<file path="config.mk">
export PLATFORM = sky130hd
export DESIGN_NAME = irq_source_ctrl
export DESIGN_NICKNAME = d
export VERILOG_FILES = /design/src/rtl/irq_source_ctrl.sv
export SDC_FILE = /design/constraint.sdc
export NUM_CORES = 1
export LEC_CHECK = 0
export BUFFER_PORTS_ARGS = -buffer_cell sky130_fd_sc_hd__buf_2
export CAP_MARGIN = 40
export CORE_UTILIZATION = 41
export CTS_CLUSTER_SIZE = 20
export DETAILED_ROUTE_END_ITERATION = 10
export GPL_TIMING_DRIVEN = 0
export PLACE_DENSITY = 0.86
export REMOVE_ABC_BUFFERS = 1
export SLEW_MARGIN = 20
export SYNTH_ARGS = -nofsm -noshare
export SYNTH_HDL_FRONTEND = slang
export SYNTH_SLANG_ARGS = --single-unit
</file>
<file path="constraint.sdc">
create_clock -name clk -period 2.15 [get_ports clk]
set_clock_uncertainty 0.05 [all_clocks]
set_input_delay 0.3225 -clock clk [delete_from_list [all_inputs] [get_ports clk]]
set_output_delay 0.3225 -clock clk [all_outputs]
set_load 0.01 [all_outputs]
</file>
<file path="src/rtl/irq_source_ctrl.sv">
// irq_source_ctrl
//   Turns single-cycle peripheral event pulses into level-sensitive interrupt
//   requests for the RISC-V core. Each request is held until the core acks
//   that ID. Further events on a line are counted. They re-assert the line
//   after a programmable low gap. Illegal acks and dropped events are
//   reported through sticky flags.
//
// Ports
//   clk        core clock
//   rst_n      asynchronous active-low reset
//   evt_i      per-line event pulses (one pulse = one event)
//   irq_ack_i  core acknowledge pulse
//   irq_id_i   ID being acknowledged (meaningful only with irq_ack_i)
//   clr_i      clears ovf_o and ack_err_o (a same-cycle set wins)
//   irq_o      registered request levels to the core
//   ovf_o      sticky per-line "event dropped at counter saturation"
//   ack_err_o  sticky "ack for an ID that is not currently requested"
//
// Handshake: irq_o[i] is a level. It stays high until a cycle with
// irq_ack_i = 1 and irq_id_i == i. That cycle completes the transfer, and
// the line goes low on the next cycle. An ack for a line that is not high
// changes nothing except ack_err_o.
module irq_source_ctrl #(
    parameter logic [31:0] VALID_MASK = 32'h0000_0888,
    parameter int unsigned CNT_W      = 3,
    parameter int unsigned REARM_GAP  = 1
) (
    input  logic        clk,
    input  logic        rst_n,
    input  logic [31:0] evt_i,
    input  logic        irq_ack_i,
    input  logic [4:0]  irq_id_i,
    input  logic        clr_i,
    output logic [31:0] irq_o,
    output logic [31:0] ovf_o,
    output logic        ack_err_o
);

    localparam int unsigned GAP_W = (REARM_GAP < 1) ? 1 : $clog2(REARM_GAP + 1);

    typedef enum logic [1:0] {
        S_IDLE   = 2'd0,
        S_ASSERT = 2'd1,
        S_GAP    = 2'd2
    } state_e;

    // Per-line "currently requesting" view. Unimplemented lines read as 0,
    // so an ack to them is flagged by the same test as an ack to a low line.
    logic [31:0] asserted_w;
    logic        ack_err_q;
    logic        ack_err_set;

    assign ack_err_set = irq_ack_i && !asserted_w[irq_id_i];

    always_ff @(posedge clk or negedge rst_n) begin
        if (!rst_n) begin
            ack_err_q <= 1'b0;
        end else begin
            ack_err_q <= ack_err_set | (ack_err_q & ~clr_i);
        end
    end

    assign ack_err_o = ack_err_q;

    for (genvar i = 0; i < 32; i++) begin : g_line
        if (VALID_MASK[i]) begin : g_impl
            state_e               state_q;
            logic                 irq_q;
            logic                 ovf_q;
            logic [CNT_W-1:0]     cnt_q;
            logic [CNT_W-1:0]     cnt_d;
            logic [GAP_W-1:0]     gap_q;
            logic                 ack_hit;
            logic                 last_gap;
            logic                 consume;
            logic                 enq;
            logic                 ovf_set;

            assign ack_hit  = irq_ack_i && (irq_id_i == 5'(i));
            assign last_gap = (state_q == S_GAP) && (gap_q == GAP_W'(1));
            // A queued event, or one arriving right now, is turned into the
            // next assertion at the end of the gap.
            assign consume  = last_gap && ((cnt_q != '0) || evt_i[i]);
            // In IDLE the event is used by the assertion itself, so it is not queued.
            assign enq      = evt_i[i] && (state_q != S_IDLE);

            // Queue counter. An enqueue and a consume in the same cycle cancel.
            // That is why a saturated counter drops an event only when there
            // is no consume in that cycle.
            always_comb begin
                cnt_d   = cnt_q;
                ovf_set = 1'b0;
                if (enq && !consume) begin
                    if (cnt_q == '1) begin
                        ovf_set = 1'b1;
                    end else begin
                        cnt_d = cnt_q + CNT_W'(1);
                    end
                end else if (!enq && consume) begin
                    cnt_d = cnt_q - CNT_W'(1);
                end
            end

            always_ff @(posedge clk or negedge rst_n) begin
                if (!rst_n) begin
                    state_q <= S_IDLE;
                    irq_q   <= 1'b0;
                    ovf_q   <= 1'b0;
                    cnt_q   <= '0;
                    gap_q   <= '0;
                end else begin
                    cnt_q <= cnt_d;
                    ovf_q <= ovf_set | (ovf_q & ~clr_i);
                    case (state_q)
                        S_IDLE: begin
                            if (evt_i[i]) begin
                                state_q <= S_ASSERT;
                                irq_q   <= 1'b1;
                            end
                        end
                        S_ASSERT: begin
                            if (ack_hit) begin
                                state_q <= S_GAP;
                                irq_q   <= 1'b0;
                                gap_q   <= GAP_W'(REARM_GAP);
                            end
                        end
                        S_GAP: begin
                            gap_q <= gap_q - GAP_W'(1);
                            if (last_gap) begin
                                if (consume) begin
                                    state_q <= S_ASSERT;
                                    irq_q   <= 1'b1;
                                end else begin
                                    state_q <= S_IDLE;
                                end
                            end
                        end
                        default: begin
                            state_q <= S_IDLE;
                            irq_q   <= 1'b0;
                        end
                    endcase
                end
            end

            assign irq_o[i]      = irq_q;
            assign ovf_o[i]      = ovf_q;
            assign asserted_w[i] = irq_q;
        end else begin : g_tied
            logic unused_evt;
            assign unused_evt    = evt_i[i];
            assign irq_o[i]      = 1'b0;
            assign ovf_o[i]      = 1'b0;
            assign asserted_w[i] = 1'b0;
        end
    end

endmodule
</file>
==> flow_metrics.env, run 1 <==
export IMPL_max_slew_margin_pct=62.1
export IMPL_max_stage_delay_ns=0.46
export IMPL_p_sw_w=0.000791
export IMPL_power_leakage_nw=0.943
export IMPL_ant_nets=0
export IMPL_drtIter0Drc=49
export IMPL_critical_path_buf_inv_count=1
export IMPL_finalNetCount=278
export IMPL_grt_pass1_wl_mm=5.22
export IMPL_critPathMaxFanout=5
export IMPL_clockRootBuffer="clkbuf_8"
export IMPL_vias_per_cell=4.61
export IMPL_critPathSlowestCell="dfrtp_2"
export IMPL_synth_compound_area_share_pct=19.3
export IMPL_combPwrFrac_pct=41.2
export IMPL_routed_wirelength_mm=3.22
export IMPL_drv_slew=0
export IMPL_path_cells="nor4_4, o21a_2, inv_2, fa_2, nor4_2, a31o_1, a21oi_1"
export IMPL_drc=0
export IMPL_grt_total_usage_pct=12.5
export IMPL_antenna_found_initial=0
export IMPL_synth_async_reset_ratio_pct=100
export IMPL_hold_buffers=0
export IMPL_synth_top_family_by_area="buffers and inverters"
export IMPL_synth_top_area_share_pct=31.1
export IMPL_p_clk_share_pct=13.9
export IMPL_floorplan_die_area_um2=5190
export IMPL_critPathTopFamily="simple AND/OR/NAND/NOR gates"
export IMPL_layout_drive_gt1_share_pct=21.5
export IMPL_hold_class="in -> async"
export IMPL_gp_congestion=0.773
export IMPL_core_area_um2=4720
export IMPL_grt_util_met3_pct=2.08
export IMPL_total_power_w=0.00195
export IMPL_worstSetupPathType="reg -> reg"
export IMPL_period_share_pct=97.8
export IMPL_period_minus_slack_ns=2.10
export IMPL_synth_simple_area_share_pct=14.7
export IMPL_row_count=25
export IMPL_synth_edff_count=0
export IMPL_cp_end_kind="register"
export IMPL_r2r_start="g_line[3].g_impl.cnt_q[2]"
export IMPL_synth_ff_type="dfrtp_1"
export IMPL_syn_inst=219
export IMPL_synth_warnings=0
export IMPL_wl_per_cell_um=10.7
export IMPL_synth_fa_ha_area_share_pct=2.98
export IMPL_insertion_delay_ns=0.27
export IMPL_port_buffers=18
export IMPL_yosys_mux_area_fraction_pct=2.55
export IMPL_die_h_um=72.1
export IMPL_cp_start_kind="register"
export IMPL_cellPowerDensity_nw_per_um2=986
export IMPL_yosys_area_share_xor_xnor_pct=0.870
export IMPL_max_cap_viol_count=0
export IMPL_intPower_w=0.00116
export IMPL_outcome="finished with violations"
export IMPL_grt_pass1_vias=1167
export IMPL_avgSynthCellArea_um2=9.19
export IMPL_cts_sinks=25
export IMPL_synth_top_cell_by_area="dfrtp_1"
export IMPL_r2r_slack_ns=0.05
export IMPL_num_vias=1382
export IMPL_violations="hold timing"
export IMPL_worstPathArrival_ns=2.21
export IMPL_cts_htree_levels=1
export IMPL_ctsLongestPathBuffers=2
export IMPL_ys_ff_latch=25
export IMPL_grt_busiest_layer="met2"
export IMPL_grt_use_met2_pct=20.2
export IMPL_tritoncts="yes"
export IMPL_tightest_slew_ns=0.568
export IMPL_timing_hold_ws_ns=-0.00457
export IMPL_n_antenna_cell=0
export IMPL_setup_viol=0
export IMPL_yosysSeqAreaShare_pct=31.1
export IMPL_path_clk_slew_ns=0.08
export IMPL_synth_most_common_cell="buf_4"
export IMPL_die_x_um=72.1
export IMPL_p_sw_share_pct=40.5
export IMPL_syn_cell_area_um2=2010
export IMPL_initial_core_util_pct=42.6
export IMPL_drt_pass1_iterations=6
export IMPL_cts_made_buffers=3
export IMPL_peakVddDrop_uv=507
export IMPL_final_hold_viol_count=16
export IMPL_seqPwrFrac_pct=45.0
export IMPL_synth_commonest_cells="buf_4, dfrtp_1, inv_1, nand2_1, o21ai_0"
export IMPL_num_io_pins=106
export IMPL_crit_path_start="g_line[3].g_impl.cnt_q[2]"
export IMPL_dp_final_hpwl_mm=2.44
export IMPL_synth_cell_types=53
export IMPL_rsz0062_at_grt="yes"
export IMPL_synthToLayoutAreaGrowth_pct=-1.55
export IMPL_synthTopCellsByArea="dfrtp_1, buf_4, fa_1"
export IMPL_fmax_mhz=475
export IMPL_overflow=0
export IMPL_grt_max_degree=26
export IMPL_gr_usage_met1_pct=17.5
export IMPL_cp_required_ns=2.25
## layer usage
metal  vias up  wire (um)
li1        676          -
met1       655       1560
met2        49       1510
met3         2        134
met4         0         21
met5         -          0
## cell usage in the layout (no fill, tap or decap), drive strengths merged, types with 5 or more instances in the layout
| cell | count |
|---|---|
| conb | 58 |
| dfrtp | 25 |
| buf | 24 |
| inv | 13 |
| nand2 | 11 |
| o21ai | 11 |
| nor2 | 8 |
| a21oi | 6 |
| nor3 | 5 |
| a31o | 5 |
## per-stage QoR
step / setup WS [ns] / TNS [ns] / util [%] / cells / instance area, um^2
final: 0.0469 / 0 / 42.0 / 300 / 1980
after global routing: -0.0470 / -0.0883 / 42.0 / 300 / 1980
after CTS: 0.0119 / 0 / 40.9 / 295 / 1930
after detailed placement: -0.160 / -0.293 / 39.8 / 290 / 1880
after global placement: -0.0893 / -0.137 / 39.8 / 290 / 1880
after floorplan: 0.0303 / 0 / - / 205 / 1710
## power groups by stage
stage / logic (W) / registers, W / clock network [W]
floorplan: 0.000567 / 0.000839 / 0
global placement: 0.000692 / 0.000863 / 0
global route: 0.000896 / 0.000912 / 0.000298
CTS: 0.000741 / 0.000875 / 0.000279
finish: 0.000805 / 0.000879 / 0.000271
detailed placement: 0.000736 / 0.000881 / 0
## final cells by class
| class | count | area [um^2] |
|---|---|---|
| multi-input combinational | 167 | 1040 |
| timing repair buffer | 24 | 135 |
| fill | 472 | 2740 |
| tap | 67 | 83.8 |
| clock buffer | 4 | 45.0 |
| inverter | 13 | 48.8 |
| sequential | 25 | 632 |
## cells by family (layout without fill, tap and decap cells)
group	Yosys count	after routing
xor+xnor	2	2
simple gates	47	47
fa+ha+maj	3	3
mux	5	5
other cells	1	58
compound gates	52	52
flops	25	25
buf+inv	84	41
## worst paths after layout
kind	to	depth (start not counted)
setup / recovery	g_line[3].g_impl.cnt_q[2]	7
hold / removal	g_line[3].g_impl.gap_q	1
setup reg to reg	g_line[3].g_impl.cnt_q[2]	7
hold reg to reg	g_line[3].g_impl.ovf_q	1
max in group asynchronous	g_line[3].g_impl.state_q[1]	1
min in group clk	g_line[11].g_impl.ovf_q	2
## sequential cells by signal (all words and copies together) (netlist names)
signal / cells
g_line.g_impl.gap_q: 3
g_line.g_impl.ovf_q: 3
g_line.g_impl.cnt_q: 9
g_line.g_impl.state_q: 6
ack_err_o: 1
g_line.g_impl.irq_q: 3
## what timing repair did
item | 4_1_cts | 5_1_grt
endpoints found under the setup margin | 2 | 2
setup buffers | 1 | 5
gates resized for setup | 1 | 7
pin swaps | 3 | 6
No activity file was read; power rests on OpenSTA's default activity.
==> run 2: changes to the inputs <==
--- a/config.mk
+++ b/config.mk
@@ -13,6 +13,7 @@
 export GPL_TIMING_DRIVEN = 0
 export PLACE_DENSITY = 0.86
 export REMOVE_ABC_BUFFERS = 1
+export SETUP_SLACK_MARGIN = 0.3
 export SLEW_MARGIN = 20
 export SYNTH_ARGS = -nofsm -noshare
 export SYNTH_HDL_FRONTEND = slang
==> constraint.sdc (replaced) <==
create_clock -name clk -period 2.15 [get_ports clk]
set_clock_uncertainty 0.05 [all_clocks]
set_input_delay 0.1075 -clock clk [delete_from_list [all_inputs] [get_ports clk]]
set_output_delay 0.1075 -clock clk [all_outputs]
set_load 0.01 [all_outputs]
==> run 2 against run 1 <==
  * Combinational power increased by 6.2%
  * Sequential power is 3.2% lower
  * Via count rose by 0.72%
  * The flow now finishes without violations
  * Critical path depth did not move
  * Non-clock buffer count grew 6
  * Highest routed layer unchanged
  * Power increased by 1.1%
  * First-iteration DRC count increased by 14%
==> flow_metrics.env, run 2 (same netlist as run 1, synthesis figures left out) <==
export IMPL_utilization_pct=43.0
export IMPL_clockRootBuffer="clkbuf_8"
export IMPL_critical_path_buf_inv_count=1
export IMPL_hold_class="in -> reg"
export IMPL_routed_wirelength_mm=3.27
export IMPL_placed_cells=290
export IMPL_path_clk_slew_ns=0.08
export IMPL_rsz0062_at_grt="yes"
export IMPL_drv_slew=0
export IMPL_num_vias=1392
export IMPL_ant_nets=0
export IMPL_final_hold_viol_count=0
export IMPL_critPathTopFamily="simple AND/OR/NAND/NOR gates"
export IMPL_core_area_um2=4720
export IMPL_grt_pass1_vias=1170
export IMPL_top_register="g_line.g_impl.cnt_q"
export IMPL_final_common_cell="conb_1"
export IMPL_max_cap_viol_count=0
export IMPL_drc=0
export IMPL_largest_registers="g_line.g_impl.cnt_q (9), g_line.g_impl.state_q (6)"
export IMPL_cp_end_kind="register"
export IMPL_grt_total_usage_pct=12.6
export IMPL_cellPowerDensity_nw_per_um2=973
export IMPL_die_x_um=72.1
export IMPL_initial_core_util_pct=42.6
export IMPL_synthToLayoutAreaGrowth_pct=0.870
export IMPL_peakVddDrop_uv=503
export IMPL_final_area_um2=2030
export IMPL_final_cell_mix="conb_1, dfrtp_1, buf_2"
export IMPL_period_share_pct=93.6
export IMPL_insertion_delay_ns=0.27
export IMPL_largest_reg_flops=9
export IMPL_drt_pass1_iterations=4
export IMPL_nFillCells=479
export IMPL_layout_drive_gt1_share_pct=23.4
export IMPL_drtIter0Drc=56
export IMPL_port_buffers=18
export IMPL_outcome="complete, no violations"
export IMPL_row_count=25
export IMPL_critPathMaxFanout=3
export IMPL_num_io_pins=106
export IMPL_die_h_um=72.1
export IMPL_worstPathArrival_ns=2.11
export IMPL_regArea_um2=634
export IMPL_critPathSlowestCell="dfrtp_2"
export IMPL_cts_sinks=25
export IMPL_antenna_found_initial=0
export IMPL_dp_final_hpwl_mm=2.44
export IMPL_cp_start_kind="register"
export IMPL_vias_per_cell=4.55
export IMPL_n_antenna_cell=0
export IMPL_post_dp_cell_area_um2=1880
export IMPL_multi_input_area_um2=1030
export IMPL_max_stage_delay_ns=0.44
export IMPL_ctsLongestPathBuffers=2
export IMPL_cts_made_buffers=3
export IMPL_cp_required_ns=2.25
export IMPL_gp_congestion=0.773
export IMPL_wl_per_cell_um=10.7
export IMPL_cts_htree_levels=1
export IMPL_total_power_w=0.00198
export IMPL_overflow=0
export IMPL_period_minus_slack_ns=2.01
export IMPL_max_slew_margin_pct=62.4
export IMPL_grt_max_degree=26
export IMPL_worstSetupPathType="reg -> reg"
export IMPL_setup_viol=0
export IMPL_tritoncts="yes"
export IMPL_fmax_mhz=497
export IMPL_finalNetCount=284
export IMPL_final_cells=306
export IMPL_path_cells="nor4_4, o21a_2, inv_2, fa_1, nor4_2, a31o_1, a21oi_1"
export IMPL_grt_pass1_wl_mm=5.22
export IMPL_power_leakage_nw=0.966
export IMPL_tightest_slew_ns=0.564
export IMPL_floorplan_die_area_um2=5190
-- run 2: per-layer routing --
| metal | vias up | GRT usage (%) | part of all wire, % |
|---|---|---|---|
| li1 | 684 | - | - |
| met1 | 655 | 17.7 | 48 |
| met2 | 51 | 20.6 | 47 |
| met3 | 2 | 1.81 | 4.2 |
| met4 | 0 | 2.83 | 0.64 |
| met5 | - | 0 | 0 |
-- run 2: power by group --
part	switching [W]	internal [W]	leakage (nW)
combinational	0.000428	0.000427	0.666
sequential	0.000228	0.000623	0.277
clock	0.000138	0.000132	0.0228
total	0.000793	0.00118	0.966
-- run 2: worst paths after layout --
kind | start | endpoint | slack, ns | cells past startpoint
worst max-delay path | g_line[3].g_impl.cnt_q[0] | g_line[3].g_impl.cnt_q[2] | 0.14 | 7
worst min-delay path | clr_i | g_line[11].g_impl.ovf_q | 0.02 | 2
worst max register to register | g_line[3].g_impl.cnt_q[0] | g_line[3].g_impl.cnt_q[2] | 0.14 | 7
worst min register to register | g_line[7].g_impl.ovf_q | g_line[7].g_impl.ovf_q | 0.45 | 1
max in group asynchronous | rst_n | g_line[11].g_impl.state_q[0] | 1.31 | 2
min in group asynchronous | rst_n | g_line[3].g_impl.gap_q | 0.33 | 2
-- run 2: what timing repair did --
action                     CTS  global route
buffers inserted             6             5
setup endpoints to repair    4             4
hold buffers                 1             0
hold endpoints to repair    25             0
pin swaps                    5             3
gates resized for setup      5             5
-- run 2: cell type report --
cell class / count / share of cell area, %
sequential: 25 / 31.2
tap: 67 / 4.13
clock buffer: 4 / 2.22
multi-input combinational: 167 / 50.9
timing repair buffer: 30 / 9.00
inverter: 13 / 2.53
-- run 2: per-stage QoR --
step / TNS (ns) / hold slack [ns] / setup WS [ns]
after global routing: 0 / 0.0261 / 0.0193
after floorplan: 0 / -0.238 / 0.0303
final: 0 / 0.0163 / 0.138
after global placement: -0.107 / 0.0838 / -0.0739
after detailed placement: -0.293 / 0.0912 / -0.160
after CTS: 0 / 0.0137 / 0.128
